### src/rtl/kamacore_hazard_controller_pkg.sv
// Shared types and widths for the kamacore hazard controller slice.
// Provides the register-address and data widths used by the pipeline,
// the controller FSM state type and a small hazard-term helper.
package kamacore_hazard_controller_pkg;

  localparam int unsigned REG_ADDR_WIDTH   = 5;
  localparam int unsigned CPU_WIDTH        = 32;
  localparam int unsigned NUM_REGS_DEFAULT = 2 ** REG_ADDR_WIDTH;

  typedef enum logic [1:0] {
    RUN   = 2'd0,
    STALL = 2'd1,
    FLUSH = 2'd2
  } hc_state_e;

  // One operand's contribution to the hazard term; x0 never conflicts.
  function automatic logic reg_conflict(input logic                      used,
                                        input logic [REG_ADDR_WIDTH-1:0] addr,
                                        input logic                      pend);
    return used & (addr != '0) & pend;
  endfunction

endpackage

### src/rtl/kamacore_hazard_controller_if.sv
// Decode/EX/WB sideband bundle between the pipeline and the hazard controller.
// master: pipeline side (drives ID/EX/WB info, receives sequencing controls).
// slave : controller side (receives ID/EX/WB info, drives sequencing controls,
//         FSM state and the stall-cycle counter).
interface kamacore_hazard_controller_if;
  import kamacore_hazard_controller_pkg::*;

  logic                      id_valid;
  logic [REG_ADDR_WIDTH-1:0] id_rs1_a;
  logic [REG_ADDR_WIDTH-1:0] id_rs2_a;
  logic                      id_rs1_used;
  logic                      id_rs2_used;
  logic                      id_rd_we;
  logic [REG_ADDR_WIDTH-1:0] id_rd_a;
  logic                      ex_redirect;
  logic                      wb_rd_we;
  logic [REG_ADDR_WIDTH-1:0] wb_rd_a;

  logic                      stall_if;
  logic                      stall_id;
  logic                      bubble_ex;
  logic                      flush_if_id;
  logic                      issue;
  hc_state_e                 state;
  logic [CPU_WIDTH-1:0]      stall_count;

  modport master (
    output id_valid, id_rs1_a, id_rs2_a, id_rs1_used, id_rs2_used,
           id_rd_we, id_rd_a, ex_redirect, wb_rd_we, wb_rd_a,
    input  stall_if, stall_id, bubble_ex, flush_if_id, issue, state, stall_count
  );

  modport slave (
    input  id_valid, id_rs1_a, id_rs2_a, id_rs1_used, id_rs2_used,
           id_rd_we, id_rd_a, ex_redirect, wb_rd_we, wb_rd_a,
    output stall_if, stall_id, bubble_ex, flush_if_id, issue, state, stall_count
  );

endinterface

### src/rtl/kamacore_scoreboard.sv
// Pending-write scoreboard: one bit per architectural register, set when a
// writer issues and cleared when its writeback commits.
// Ports: clk/rst (sync, active-high); set_en/set_a, clr_en/clr_a update
// ports; rs1_a/rs2_a/rd_a lookups return the registered pending bits.
module kamacore_scoreboard
  import kamacore_hazard_controller_pkg::*;
#(
  parameter int unsigned NUM_REGS = NUM_REGS_DEFAULT
) (
  input  logic                      clk,
  input  logic                      rst,
  input  logic                      set_en,
  input  logic [REG_ADDR_WIDTH-1:0] set_a,
  input  logic                      clr_en,
  input  logic [REG_ADDR_WIDTH-1:0] clr_a,
  input  logic [REG_ADDR_WIDTH-1:0] rs1_a,
  input  logic [REG_ADDR_WIDTH-1:0] rs2_a,
  input  logic [REG_ADDR_WIDTH-1:0] rd_a,
  output logic                      rs1_pend_c,
  output logic                      rs2_pend_c,
  output logic                      rd_pend_c
);

  logic [NUM_REGS-1:0] pending_q;
  logic [NUM_REGS-1:0] pending_d;

  // Clear first so a same-edge set of the same register wins; x0 stays 0.
  always_comb begin
    pending_d = pending_q;
    if (clr_en) pending_d[clr_a] = 1'b0;
    if (set_en) pending_d[set_a] = 1'b1;
    pending_d[0] = 1'b0;
  end

  always_ff @(posedge clk) begin
    if (rst) pending_q <= '0;
    else     pending_q <= pending_d;
  end

  // Lookups see registered state only; a same-cycle writeback does not hide a hazard.
  assign rs1_pend_c = pending_q[rs1_a];
  assign rs2_pend_c = pending_q[rs2_a];
  assign rd_pend_c  = pending_q[rd_a];

endmodule

### src/rtl/kamacore_hazard_controller.sv
// In-order pipeline sequencing controller beside the decode stage.
// Each cycle decides whether the IF/ID instruction issues, stalls on a
// RAW/WAW hazard, or is flushed after an EX redirect, and counts stall cycles.
// Ports: clk, rst (sync, active-high); hc (slave modport) carries the
// ID/EX/WB inputs, the combinational sequencing controls, the registered
// FSM state and the saturating stall counter.
module kamacore_hazard_controller
  import kamacore_hazard_controller_pkg::*;
#(
  parameter int unsigned FLUSH_CYCLES = 2,
  parameter int unsigned NUM_REGS     = NUM_REGS_DEFAULT
) (
  input logic                          clk,
  input logic                          rst,
  kamacore_hazard_controller_if.slave  hc
);

  localparam int unsigned FCNT_W = (FLUSH_CYCLES > 1) ? $clog2(FLUSH_CYCLES) : 1;
  localparam logic [FCNT_W-1:0] FCNT_LOAD = FCNT_W'(FLUSH_CYCLES - 1);

  hc_state_e            state_q;
  hc_state_e            state_d;
  logic [FCNT_W-1:0]    fcnt_q;
  logic [FCNT_W-1:0]    fcnt_d;
  logic [CPU_WIDTH-1:0] stall_cnt_q;
  logic [CPU_WIDTH-1:0] stall_cnt_d;

  logic rs1_pend_c;
  logic rs2_pend_c;
  logic rd_pend_c;
  logic hazard_c;
  logic stall_c;
  logic bubble_c;
  logic flush_c;
  logic issue_c;

  kamacore_scoreboard #(
    .NUM_REGS (NUM_REGS)
  ) u_scoreboard (
    .clk        (clk),
    .rst        (rst),
    .set_en     (issue_c & hc.id_rd_we & (hc.id_rd_a != '0)),
    .set_a      (hc.id_rd_a),
    .clr_en     (hc.wb_rd_we),
    .clr_a      (hc.wb_rd_a),
    .rs1_a      (hc.id_rs1_a),
    .rs2_a      (hc.id_rs2_a),
    .rd_a       (hc.id_rd_a),
    .rs1_pend_c (rs1_pend_c),
    .rs2_pend_c (rs2_pend_c),
    .rd_pend_c  (rd_pend_c)
  );

  // WAW is included so at most one write per register is ever in flight.
  assign hazard_c = hc.id_valid &
                    (reg_conflict(hc.id_rs1_used, hc.id_rs1_a, rs1_pend_c) |
                     reg_conflict(hc.id_rs2_used, hc.id_rs2_a, rs2_pend_c) |
                     reg_conflict(hc.id_rd_we,    hc.id_rd_a,  rd_pend_c));

  // Sequencing decision (rst > redirect > hazard > flush window > issue) and next state.
  always_comb begin
    stall_c     = 1'b0;
    bubble_c    = 1'b1;
    flush_c     = 1'b0;
    issue_c     = 1'b0;
    state_d     = state_q;
    fcnt_d      = fcnt_q;
    stall_cnt_d = stall_cnt_q;

    if (rst) begin
      flush_c = 1'b1;
    end else if (hc.ex_redirect) begin
      flush_c = 1'b1;
    end else if (hazard_c) begin
      stall_c = 1'b1;
    end else if (state_q == FLUSH) begin
      flush_c = 1'b1;
    end else begin
      issue_c  = hc.id_valid;
      bubble_c = ~hc.id_valid;
    end

    // The redirect cycle itself is the first flush cycle, so FLUSH state
    // covers the remaining FLUSH_CYCLES-1 cycles.
    if (hc.ex_redirect) begin
      fcnt_d  = FCNT_LOAD;
      state_d = (FLUSH_CYCLES > 1) ? FLUSH : RUN;
    end else begin
      unique case (state_q)
        RUN:   if (hazard_c)  state_d = STALL;
        STALL: if (!hazard_c) state_d = RUN;
        FLUSH: begin
          fcnt_d = fcnt_q - FCNT_W'(1);
          if (fcnt_q <= FCNT_W'(1)) begin
            fcnt_d  = '0;
            state_d = RUN;
          end
        end
        default: state_d = RUN;
      endcase
    end

    if (stall_c && (stall_cnt_q != '1)) stall_cnt_d = stall_cnt_q + CPU_WIDTH'(1);
  end

  always_ff @(posedge clk) begin
    if (rst) begin
      state_q     <= RUN;
      fcnt_q      <= '0;
      stall_cnt_q <= '0;
    end else begin
      state_q     <= state_d;
      fcnt_q      <= fcnt_d;
      stall_cnt_q <= stall_cnt_d;
    end
  end

  assign hc.stall_if    = stall_c;
  assign hc.stall_id    = stall_c;
  assign hc.bubble_ex   = bubble_c;
  assign hc.flush_if_id = flush_c;
  assign hc.issue       = issue_c;
  assign hc.state       = state_q;
  assign hc.stall_count = stall_cnt_q;

endmodule
### src/flat_wrapper.sv
// flat-port wrapper written by rule: the top's interface ports become plain ports
module kamacore_hazard_controller_flat import kamacore_hazard_controller_pkg::*;
#(
  parameter int unsigned FLUSH_CYCLES = 2,
  parameter int unsigned NUM_REGS     = NUM_REGS_DEFAULT
)
  (clk, rst, hc_id_valid, hc_id_rs1_a, hc_id_rs2_a, hc_id_rs1_used, hc_id_rs2_used, hc_id_rd_we, hc_id_rd_a, hc_ex_redirect, hc_wb_rd_we, hc_wb_rd_a, hc_stall_if, hc_stall_id, hc_bubble_ex, hc_flush_if_id, hc_issue, hc_state, hc_stall_count);
  kamacore_hazard_controller_if hc_i ();
  input logic clk;
  input logic rst;
  input wire logic [$bits(hc_i.id_valid)-1:0] hc_id_valid;
  input wire logic [$bits(hc_i.id_rs1_a)-1:0] hc_id_rs1_a;
  input wire logic [$bits(hc_i.id_rs2_a)-1:0] hc_id_rs2_a;
  input wire logic [$bits(hc_i.id_rs1_used)-1:0] hc_id_rs1_used;
  input wire logic [$bits(hc_i.id_rs2_used)-1:0] hc_id_rs2_used;
  input wire logic [$bits(hc_i.id_rd_we)-1:0] hc_id_rd_we;
  input wire logic [$bits(hc_i.id_rd_a)-1:0] hc_id_rd_a;
  input wire logic [$bits(hc_i.ex_redirect)-1:0] hc_ex_redirect;
  input wire logic [$bits(hc_i.wb_rd_we)-1:0] hc_wb_rd_we;
  input wire logic [$bits(hc_i.wb_rd_a)-1:0] hc_wb_rd_a;
  output wire logic [$bits(hc_i.stall_if)-1:0] hc_stall_if;
  output wire logic [$bits(hc_i.stall_id)-1:0] hc_stall_id;
  output wire logic [$bits(hc_i.bubble_ex)-1:0] hc_bubble_ex;
  output wire logic [$bits(hc_i.flush_if_id)-1:0] hc_flush_if_id;
  output wire logic [$bits(hc_i.issue)-1:0] hc_issue;
  output wire logic [$bits(hc_i.state)-1:0] hc_state;
  output wire logic [$bits(hc_i.stall_count)-1:0] hc_stall_count;
  assign hc_i.id_valid = hc_id_valid;
  assign hc_i.id_rs1_a = hc_id_rs1_a;
  assign hc_i.id_rs2_a = hc_id_rs2_a;
  assign hc_i.id_rs1_used = hc_id_rs1_used;
  assign hc_i.id_rs2_used = hc_id_rs2_used;
  assign hc_i.id_rd_we = hc_id_rd_we;
  assign hc_i.id_rd_a = hc_id_rd_a;
  assign hc_i.ex_redirect = hc_ex_redirect;
  assign hc_i.wb_rd_we = hc_wb_rd_we;
  assign hc_i.wb_rd_a = hc_wb_rd_a;
  assign hc_stall_if = hc_i.stall_if;
  assign hc_stall_id = hc_i.stall_id;
  assign hc_bubble_ex = hc_i.bubble_ex;
  assign hc_flush_if_id = hc_i.flush_if_id;
  assign hc_issue = hc_i.issue;
  assign hc_state = hc_i.state;
  assign hc_stall_count = hc_i.stall_count;
  kamacore_hazard_controller #(.FLUSH_CYCLES(FLUSH_CYCLES), .NUM_REGS(NUM_REGS)) u_core (.clk(clk), .rst(rst), .hc(hc_i));
endmodule
### config.mk
export PLATFORM = sky130hd
export DESIGN_NAME = kamacore_hazard_controller_flat
export DESIGN_NICKNAME = d
export VERILOG_FILES = /design/src/rtl/kamacore_hazard_controller_pkg.sv /design/src/rtl/kamacore_hazard_controller_if.sv /design/src/rtl/kamacore_scoreboard.sv /design/src/rtl/kamacore_hazard_controller.sv /design/src/flat_wrapper.sv
export SDC_FILE = /design/constraint.sdc
export NUM_CORES = 1
export LEC_CHECK = 0
export ABC_AREA = 1
export BUFFER_PORTS_ARGS = -buffer_cell sky130_fd_sc_hd__clkbuf_2
export CORE_ASPECT_RATIO = 1.2
export CORE_UTILIZATION = 61
export CTS_CLUSTER_SIZE = 10
export DETAILED_ROUTE_END_ITERATION = 8
export MAX_ROUTING_LAYER = met4
export PLACE_DENSITY = 0.84
export SLEW_MARGIN = 20
export SYNTH_ARGS = -nofsm -noshare
export SYNTH_HDL_FRONTEND = slang
export SYNTH_HIERARCHICAL = 1
export SYNTH_SLANG_ARGS = --single-unit
### constraint.sdc
create_clock -name clk -period 6.3 [get_ports clk]
set_input_delay 0.315 -clock clk [delete_from_list [all_inputs] [get_ports clk]]
set_output_delay 0.315 -clock clk [all_outputs]
set_load 0.01 [all_outputs]
==> impl_metrics.toml <==
[drt]
final_antenna_net_count = 0
wl_per_cell_um = 17.0
drt_wl_total_um = 15700
vias = 5587
first_iter_violations = 627
avgViaCountPerCell = 6.03
drc = 0
dr.pass1.iters = 5

[die]
dieArea_um2 = 8180
rows = 34
start_util_pct = 64.5
core_um2 = 7400
pin_count = 67
die_y_um = 98.9
die_w_um = 82.7

[worst_setup_path]
path_cells = "clkbuf_2 -> inv_4 -> nand2_1 -> nand3_1 -> nand3_1 -> nand2_1 -> nand2_1 -> nand2_1 -> nand2_1 -> nand2_1 -> nand3_1 -> nand3_1 -> nand3b_1 -> nor2_1 -> inv_2 -> nor3_4 -> nand2_1 -> a21oi_1"
crit_path_start_kind = "primary input"
cp.required_ns = 6.56
cpMostUsedCell = "nand2_1"
cp_top_family = "simple AND/OR/NAND/NOR gates"
crit_slowest_cell = "clkbuf_2"
critPathMaxStageDelay_ns = 0.43
path_class = "in2reg"
crit_fanout = 21
crit_arrival_ns = 3.25
crit_path_end_kind = "register"
path_buf_inv = 3

[synth]
yosys_warnings = 6
synth_edf_count = 0
synth_top_area_share_pct = 27.3
synthArstFlopShare_pct = 0
synth_cells = 779
syn-num-nets = 808
syn-cell-area_um2 = 4770
yosysUniqueCellTypes = 32
ys_seq_area_share_pct = 27.3
synth_top_cell_by_area = "dfxtp_1"
netlist_top_cells_area = "dfxtp_1 27%, nand2_1 25%, nand3_1 9.9%"
synth.avg_cell_area_um2 = 6.12
synth_seq_cells = 65
dominantRegCellSynth = "dfxtp_1"

[final_layout]
layout_commonest_cell = "nand2_1"
final_cell_mix = "312 x nand2_1, 94 x nand3_1, 66 x clkbuf_2, 66 x nor2_1, 65 x dfxtp_1"
fin_nets = 861
layout-drive-gt1-share_pct = 18.0
layout.area.seq_um2 = 1300
fillers = 637
areaGrowthSynthToFinish_pct = 9.26
n_antenna_cell = 0
multi_input_area_um2 = 3060
design_area_um2 = 5210

[sta]
fin_ws_ns = 3.31
slew_headroom_pct = 45.2
slew_viol_final = 0
fin_hold_ws_ns = 0.171
max_clock_freq_mhz = 334
worst_pin_slew_ns = 0.823
fin_worst_skew_ns = 0.0125
min_period_ns = 2.99
rsz0062_at_grt = "no"
final_hold_viol_count = 0
fin_tns_setup_ns = 0
period_share_pct = 47.5
setup_violations = 0

[clock_network]
clk_pin_slew_worst_paths_ns = 0.08
cts_tree = "built"
hold_buffers = 0
cts_setup_buffers = 0
root_buffer = "clkbuf_8"
htreeDepth = 3
cts_sinks = 65
cts_buffers = 9
cts_resized = 0
clkLatencyLatePin_ns = 0.36
clockBufferDepth = 2

[hold_path]
hold_class = "in2reg"

[power_and_ir_drop]
p_leak_nw = 2.09
pwr_density_cell_nw_per_um2 = 164
vdd_drop_max_mv = 0.135

[place]
gp_congestion = 1.06
hpwlAfterDp_um = 11300
placed_cell_area_um2 = 5030
port_buffers = 66
dp_slack_ns = 3.10

[status]
status = "finished, final reports clean"

[global_route]
grt_pass1_vias = 5203
grt_max_degree = 66
grt_use_total_pct = 43.0
overflow = 0
grt_pass1_wl_um = 25300
antenna_found_initial = 0

[run]
drv_cap = 0
state kept, by name (all words and copies together) (netlist names):
name / flops
u_core/hc.stall_count: 32
u_core/hc.state: 2
u_core/u_scoreboard/pending_q: 31
stage by stage:
stage	utilization (%)	std cells	total power, mW
6_report	70.4	927	0.854
5_1_grt	70.4	927	0.885
2_1_floorplan	-	779	0.494
4_1_cts	70.4	927	0.855
3_5_place_dp	67.9	911	0.520
3_3_place_gp	67.9	911	0.517
per-layer routing:
metal | track usage (%) | wire [µm]
met3 | 10.3 | 1320
met5 | - | 0
met4 | 32.9 | 1500
met2 | 69.2 | 7640
met1 | 43.7 | 5270
synth_stat cells, types with 2 or more instances:
cell      count
nor2_1       66
nand2_4       2
o21ai_1      10
inv_2        12
buf_6         6
nor3_2        7
clkbuf_1      5
xnor2_1       2
o21ai_0      21
a21oi_1      36
nand2_1     312
inv_1        39
nand3_1      94
nand4_1       6
nor3_4        4
dfxtp_1      65
nand2_2       7
buf_2         6
a21oi_2      27
xor2_1       13
buf_8         3
nand3b_1     18
nor2_4        4
buf_4         4
inv_4         3
worst register-to-register path, stage by stage (launching register included):
cell	delay (ns)
dfxtp_1	0.32
inv_1	0.20
nand2_1	0.08
nand3_1	0.10
nand3_1	0.08
nand3_1	0.07
nand2_1	0.05
nand2_1	0.05
nand2_1	0.05
nand2_1	0.06
inv_1	0.04
nand2_1	0.10
nand3_1	0.31
nand3b_1	0.33
nor2_1	0.14
inv_2	0.10
nor3_4	0.42
nand2_1	0.13
a21oi_1	0.26
logic make-up (layout without fill, tap and decap cells):
| kind of cell | after synthesis | in the layout | synth area share (%) |
|---|---|---|---|
| AOI/OAI and AO/OA | 95 | 95 | 12.1 |
| xor gates and xnor gates | 15 | 15 | 2.75 |
| adders and majority gates | 1 | 1 | 0.262 |
| buffers and inverters | 80 | 138 | 8.58 |
| DFF | 65 | 65 | 27.3 |
| and+or+nand+nor | 523 | 523 | 49.0 |
power breakdown:
group,switching [mW],internal (mW),leakage [nW],total (mW)
clock network,0.184,0.157,0.0859,0.341
registers,0.00144,0.411,0.524,0.413
logic,0.0727,0.0274,1.48,0.100
layout make-up:
cell class              count  area share (%)
well taps                  90            2.16
inverters                  55            4.10
clock inverters             6           0.936
flip-flops and latches     65            25.0
repair buffers             67            6.48
clock buffers              10            2.64
multi-input cells         634            58.7
worst paths after layout:
check	start	to	slack, ns	depth (start not counted)
max	hc_id_rd_a[0]	u_core/u_scoreboard/pending_q[9]	3.31	18
min reg2reg	u_core/hc.state[1]	u_core/hc.state[0]	0.44	1
min	hc_ex_redirect	u_core/hc.state[1]	0.17	3
max reg2reg	u_core/u_scoreboard/pending_q[7]	u_core/u_scoreboard/pending_q[9]	3.32	18
(Power assumes the default switching activity.)
